===== config.mk =====
export PLATFORM = sky130hd
export DESIGN_NAME = ring_pattern_sniffer
export DESIGN_NICKNAME = d
export VERILOG_FILES = /design/src/rtl/ring_pattern_sniffer.sv
export SDC_FILE = /design/constraint.sdc
export NUM_CORES = 1
export LEC_CHECK = 0
export BUFFER_PORTS_ARGS = -buffer_cell sky130_fd_sc_hd__buf_2
export CORE_MARGIN = 5
export CORE_UTILIZATION = 45
export CTS_CLUSTER_SIZE = 12
export DETAILED_ROUTE_END_ITERATION = 6
export GPL_TIMING_DRIVEN = 0
export PLACE_DENSITY = 0.64
export SETUP_SLACK_MARGIN = 0.2
export SYNTH_ARGS = -nofsm -noshare
export SYNTH_HDL_FRONTEND = slang
export SYNTH_SLANG_ARGS = --single-unit

===== constraint.sdc =====
create_clock -name clk -period 2.8 [get_ports clk]
set_clock_uncertainty 0.05 [all_clocks]
set_input_delay 0.42 -clock clk [delete_from_list [all_inputs] [get_ports clk]]
set_output_delay 0.42 -clock clk [all_outputs]
set_load 0.03 [all_outputs]

===== src/rtl/ring_pattern_sniffer.sv =====
// ring_pattern_sniffer
//
// Receiver for one serial tap of a 6- or 8-stage circulating ring pattern
// generator. It fills a shift register with the first L bits, verifies that
// the stream repeats with period L, then holds LOCK and captures the
// circulating seed word. Lock, error and period-count status appear on the
// display port.
//
// Ports (standard Tiny Tapeout user pinout):
//   clk      system clock, rising edge
//   rst_n    asynchronous active-low reset
//   ena      design enable; 0 freezes every register of the sniffer
//   ui_in    [0] serial data, [1] sample strobe, [2] length select (0:6, 1:8),
//            [3] display select lsb, [4] error clear, [5] display select msb,
//            [7:6] unused
//   uo_out   display word selected by {ui_in[5], ui_in[3]}:
//            00 cap, 01 status {locked, err, state, mcnt}, 10 pcnt,
//            11 cap bit-reversed within L bits
//   uio_in   unused
//   uio_out  constant 0
//   uio_oe   constant 0 (all bidirectional pins are inputs)
//
// Build option: define INPUT_SYNC_EN to pass ui_in[1:0] (data, strobe)
// through a two-flop synchronizer; sample timing then lags by two cycles.
//
// Sample handshake: the strobe is a valid-only qualifier. A bit is accepted
// on a rising clk edge where ena=1 and strobe=1; there is no back-pressure,
// and cycles without an accepted sample advance no counter.

module ring_pattern_sniffer (
  input  logic       clk,
  input  logic       rst_n,
  input  logic       ena,
  input  logic [7:0] ui_in,
  output logic [7:0] uo_out,
  input  logic [7:0] uio_in,
  output logic [7:0] uio_out,
  output logic [7:0] uio_oe
);

  typedef enum logic [1:0] {
    S_FILL   = 2'b00,
    S_VERIFY = 2'b01,
    S_LOCK   = 2'b10
  } state_t;

  state_t     state_q, state_d;
  logic [7:0] sr_q, sr_d;
  logic [7:0] cap_q, cap_d;
  logic [7:0] pcnt_q, pcnt_d;
  logic [3:0] fcnt_q, fcnt_d;
  logic [3:0] mcnt_q, mcnt_d;
  logic       err_q, err_d;
  logic       len_q, len_d;

  logic       d_bit;
  logic       strobe;

`ifdef INPUT_SYNC_EN
  // Data and strobe may come from an unrelated clock domain. The
  // synchronizer runs freely so it keeps tracking the pins while ena=0.
  logic [1:0] sync1_q, sync2_q;

  always_ff @(posedge clk or negedge rst_n) begin
    if (!rst_n) begin
      sync1_q <= 2'b00;
      sync2_q <= 2'b00;
    end else begin
      sync1_q <= ui_in[1:0];
      sync2_q <= sync1_q;
    end
  end

  assign d_bit  = sync2_q[0];
  assign strobe = sync2_q[1];
`else
  assign d_bit  = ui_in[0];
  assign strobe = ui_in[1];
`endif

  logic       len_change;
  logic       err_clr;
  logic [3:0] l_val;
  logic       sr_top;
  logic       match;
  logic [7:0] sr_shift;
  logic [7:0] cap_load;
  logic [3:0] fcnt_inc;
  logic [3:0] mcnt_inc;

  assign err_clr    = ui_in[4];
  // The length select is compared against its registered copy; any
  // difference restarts acquisition from FILL.
  assign len_change = (ui_in[2] != len_q);
  assign l_val      = len_q ? 4'd8 : 4'd6;
  // Oldest bit of the current window, i.e. the bit accepted L samples ago.
  assign sr_top     = len_q ? sr_q[7] : sr_q[5];
  assign match      = (d_bit == sr_top);
  assign sr_shift   = {sr_q[6:0], d_bit};
  assign cap_load   = len_q ? sr_shift : {2'b00, sr_shift[5:0]};
  assign fcnt_inc   = fcnt_q + 4'd1;
  assign mcnt_inc   = mcnt_q + 4'd1;

  always_ff @(posedge clk or negedge rst_n) begin
    if (!rst_n) begin
      state_q <= S_FILL;
      sr_q    <= 8'h00;
      cap_q   <= 8'h00;
      pcnt_q  <= 8'h00;
      fcnt_q  <= 4'd0;
      mcnt_q  <= 4'd0;
      err_q   <= 1'b0;
      len_q   <= 1'b0;
    end else begin
      state_q <= state_d;
      sr_q    <= sr_d;
      cap_q   <= cap_d;
      pcnt_q  <= pcnt_d;
      fcnt_q  <= fcnt_d;
      mcnt_q  <= mcnt_d;
      err_q   <= err_d;
      len_q   <= len_d;
    end
  end

  // fcnt counts fill samples in FILL and doubles as the position within the
  // current period while in LOCK, so pcnt advances once per L matches.
  always_comb begin
    state_d = state_q;
    sr_d    = sr_q;
    cap_d   = cap_q;
    pcnt_d  = pcnt_q;
    fcnt_d  = fcnt_q;
    mcnt_d  = mcnt_q;
    err_d   = err_q;
    len_d   = len_q;

    if (ena) begin
      len_d = ui_in[2];
      if (err_clr) begin
        err_d = 1'b0;
      end

      if (len_change) begin
        // A new ring length invalidates everything except sr and cap.
        state_d = S_FILL;
        fcnt_d  = 4'd0;
        mcnt_d  = 4'd0;
        pcnt_d  = 8'h00;
      end else if (strobe) begin
        sr_d = sr_shift;
        unique case (state_q)
          S_FILL: begin
            if (fcnt_inc == l_val) begin
              state_d = S_VERIFY;
              fcnt_d  = 4'd0;
              mcnt_d  = 4'd0;
            end else begin
              fcnt_d = fcnt_inc;
            end
          end

          S_VERIFY: begin
            if (match) begin
              mcnt_d = mcnt_inc;
              if (mcnt_inc == l_val) begin
                // A full period of matches: the window holds the seed.
                state_d = S_LOCK;
                cap_d   = cap_load;
                pcnt_d  = 8'h00;
                fcnt_d  = 4'd0;
              end
            end else begin
              mcnt_d = 4'd0;
            end
          end

          S_LOCK: begin
            if (match) begin
              cap_d = cap_load;
              if (fcnt_inc == l_val) begin
                fcnt_d = 4'd0;
                if (pcnt_q != 8'hFF) begin
                  pcnt_d = pcnt_q + 8'd1;
                end
              end else begin
                fcnt_d = fcnt_inc;
              end
            end else begin
              // Assigned after the clear above, so a coincident mismatch wins.
              err_d   = 1'b1;
              state_d = S_VERIFY;
              mcnt_d  = 4'd0;
            end
          end

          default: begin
            state_d = S_FILL;
            fcnt_d  = 4'd0;
            mcnt_d  = 4'd0;
          end
        endcase
      end
    end
  end

  logic       locked;
  logic [7:0] status;
  logic [7:0] cap_rev;

  assign locked = (state_q == S_LOCK);
  assign status = {locked, err_q, state_q, mcnt_q};

  // Reverse within the active length; the top two bits stay 0 for L=6.
  assign cap_rev = len_q ? {cap_q[0], cap_q[1], cap_q[2], cap_q[3],
                            cap_q[4], cap_q[5], cap_q[6], cap_q[7]}
                         : {2'b00, cap_q[0], cap_q[1], cap_q[2],
                            cap_q[3], cap_q[4], cap_q[5]};

  always_comb begin
    uo_out = 8'h00;
    unique case ({ui_in[5], ui_in[3]})
      2'b00:   uo_out = cap_q;
      2'b01:   uo_out = status;
      2'b10:   uo_out = pcnt_q;
      default: uo_out = cap_rev;
    endcase
  end

  assign uio_out = 8'h00;
  assign uio_oe  = 8'h00;

  logic unused_ok;
  assign unused_ok = &{1'b0, uio_in, ui_in[7:6]};

endmodule


==> impl_metrics.py <==
metrics = {
    "place": {
        "placedCellCount": 328,
        "dpl_cell_area_um2": 2620,
        "io_buffers": 14,
        "dp_hpwl_mm": 3.76,
        "globalplace.congestion": 0.792,
    },
    "yosys": {
        "yosys_warnings": 0,
        "yosys-top-cells-area": "dfrtp_1, mux2_2, mux4_2",
        "synthCells": 229,
        "ys_seq_area_share_pct": 37.5,
        "synth_edf_count": 0,
        "synth.top_cell.area_share_pct": 37.5,
        "synth_area_leader_cell": "dfrtp_1",
        "ys_ff_latch": 36,
        "synthFlopType": "dfrtp_1",
        "async_flop_share_pct": 100,
        "ys_types": 49,
        "syn_avg_cell_area_um2": 10.5,
        "syn_area_um2": 2400,
    },
    "floorplanning": {
        "ios": 43,
        "rows": 26,
        "fp.dieArea_um2": 6900,
        "core_area_um2": 5140,
        "die_h_um": 83.1,
        "start_util_pct": 46.8,
        "die_w_um": 83.1,
    },
    "clock_network": {
        "clock_sinks": 36,
        "cts_tree": "done",
        "max-clock-path-buffers": 2,
        "post_cts_buffers": 0,
        "htreeDepth": 2,
        "hold_buffers": 0,
        "cts-root-buf": "clkbuf_8",
        "cts_buffers": 5,
        "clk_pin_slew_ns": 0.07,
        "clk_latency_ns": 0.29,
    },
    "cells_and_area": {
        "n_antenna_cell": 0,
        "final_layout_size_suffix_gt1_share_pct": 29.7,
        "fillers": 476,
        "fin_cells": 336,
        "final_cell_area_um2": 2730,
        "nNetsFinal": 287,
        "syn_to_final_growth_pct": 13.7,
    },
    "grt": {
        "antenna_found_initial": 0,
        "grt_pass1_wl_mm": 8.49,
        "grt_pass1_vias": 1698,
        "grt-ovfl-total": 0,
        "grt_usage_pct": 14.9,
        "grt_max_degree": 37,
    },
    "sta": {
        "rsz0062_at_grt": "false",
        "worstMarginPinSlew_ns": 0.842,
        "post-route-min-period_ns": 2.51,
        "period_share_pct": 89.6,
        "setup_viol": 0,
        "finalHoldViolCount": 0,
        "max_freq_mhz": 399,
        "slew_headroom_pct": 43.9,
        "finalSetupTns_ns": 0,
        "slew_viol_final": 0,
    },
    "route": {
        "wl_per_cell_um": 15.1,
        "first_pass_iters": 4,
        "avgViaCountPerCell": 5.38,
        "num_vias": 1806,
        "drc": 0,
        "ant_nets": 0,
        "first_iter_violations": 137,
        "drt_wl_total_mm": 5.06,
    },
    "worst_setup_path": {
        "regToRegStartpoint": "fcnt_q[0]",
        "worstRegToRegCells": 7,
        "timing.reg2reg.setup_slack_ns": 0.42,
        "r2r_end": "pcnt_q[2]",
        "criticalPathCategory": "register to output port",
        "worst_ep_required_time_ns": 2.33,
        "path_max_fanout": 10,
        "end_kind": "output port",
        "startpoint_type": "register",
        "cp.arrival_ns": 2.04,
    },
    "hold_path": {
        "hp-class": "primary input to async pin",
    },
    "power_and_ir_drop": {
        "power.leakage_nw": 1.27,
        "irDropWorstVdd_mv": 0.380,
        "powerDensity_nw_per_um2": 585,
    },
    "run": {
        "drv_cap": 0,
    },
    "run_status": {
        "run_status": "finished, final reports clean",
    },
}
-- critical path: stages, from the launching register on --
cell,delay [ns]
dfrtp_1,0.34
buf_6,0.16
clkbuf_4,0.23
mux2_2,0.35
mux4_2,0.48
buf_2,0.19
-- worst max path at each step --
stage	from	endpoint	cells past startpoint
2_1_floorplan	len_q	uo_out[0]	4
3_3_place_gp	len_q	uo_out[0]	5
3_5_place_dp	len_q	uo_out[0]	5
4_1_cts	len_q	uo_out[0]	5
5_1_grt	len_q	uo_out[1]	5
6_report	len_q	uo_out[1]	5
-- placed cells by master (no fill, tap or decap), drive strengths merged, types with 7 or more instances in the layout --
cell,instances
buf,34
clkbuf,7
conb,16
dfrtp,36
inv,9
mux2,23
mux4,7
nand2,18
nand3,11
nor2,10
nor2b,7
o21ai,15
-- cells in the mapped netlist (3+ instances only) --
cell type / number
nand4_1: 4
nand3_1: 11
xnor2_1: 4
o21ai_0: 14
nor2_1: 10
mux2i_1: 5
a21oi_1: 6
mux4_2: 7
nor3_1: 3
mux2_2: 23
nand2_1: 17
nor2b_1: 7
buf_4: 16
inv_1: 9
ha_1: 3
dfrtp_1: 36
or3_1: 3
and3_1: 5
o211ai_1: 4
a21o_1: 4
-- logic make-up after synthesis --
| family | share of synthesized area [%] |
|---|---|
| compound gates | 13.5 |
| xor+xnor | 4.01 |
| fa+ha+maj | 1.56 |
| buf+inv | 7.70 |
| flops | 37.5 |
| mux | 20.4 |
| other cells | 0.156 |
| simple gates | 15.3 |
-- layout make-up --
type	instances	area, µm²	share of cell area [%]
buffer	22	155	5.68
multi-input combinational	177	1370	50.3
sequential	36	901	33.0
inverter	9	33.8	1.24
timing repair buffer	14	70.1	2.56
clock inverter	3	42.5	1.56
tap	70	87.6	3.21
clock buffer	5	68.8	2.52
-- registers in the layout, summed over array words and instances (netlist names) --
register and count:
cap_q 8, pcnt_q 8, sr_q 8, fcnt_q 4, mcnt_q 4, state_q 2
err_q 1, len_q 1
-- power by group --
group	switching, mW	internal [mW]	total (mW)
combinational	0.253	0.198	0.451
sequential	0.0837	0.600	0.684
clock	0.201	0.264	0.464
total	0.538	1.06	1.60
-- stage by stage --
step	setup WS [ns]	power [mW]	hold WS [ns]	util [%]
4_1_cts	0.230	1.61	0.215	53.1
5_1_grt	0.220	1.70	0.256	53.2
3_3_place_gp	0.345	1.14	0.446	50.9
3_5_place_dp	0.377	1.14	0.449	50.9
6_report	0.292	1.60	0.178	53.2
2_1_floorplan	0.646	1.03	0.0744	-
-- routing by layer --
metal  vias up  share of wire (%)  GRT usage [%]
met2        46                 47           24.1
met4         0               0.42           2.38
met3         2                5.9           4.06
met5         -                  0              0
met1       882                 47           20.4
li1        876                  -              -
-- what timing repair did --
item / 4_1_cts / 5_1_grt
cloned: 0 / 0
pin swaps: 0 / 1
gates resized for setup: 1 / 2
setup endpoints to repair: 5 / 7
No activity file was read; power rests on OpenSTA's default activity.
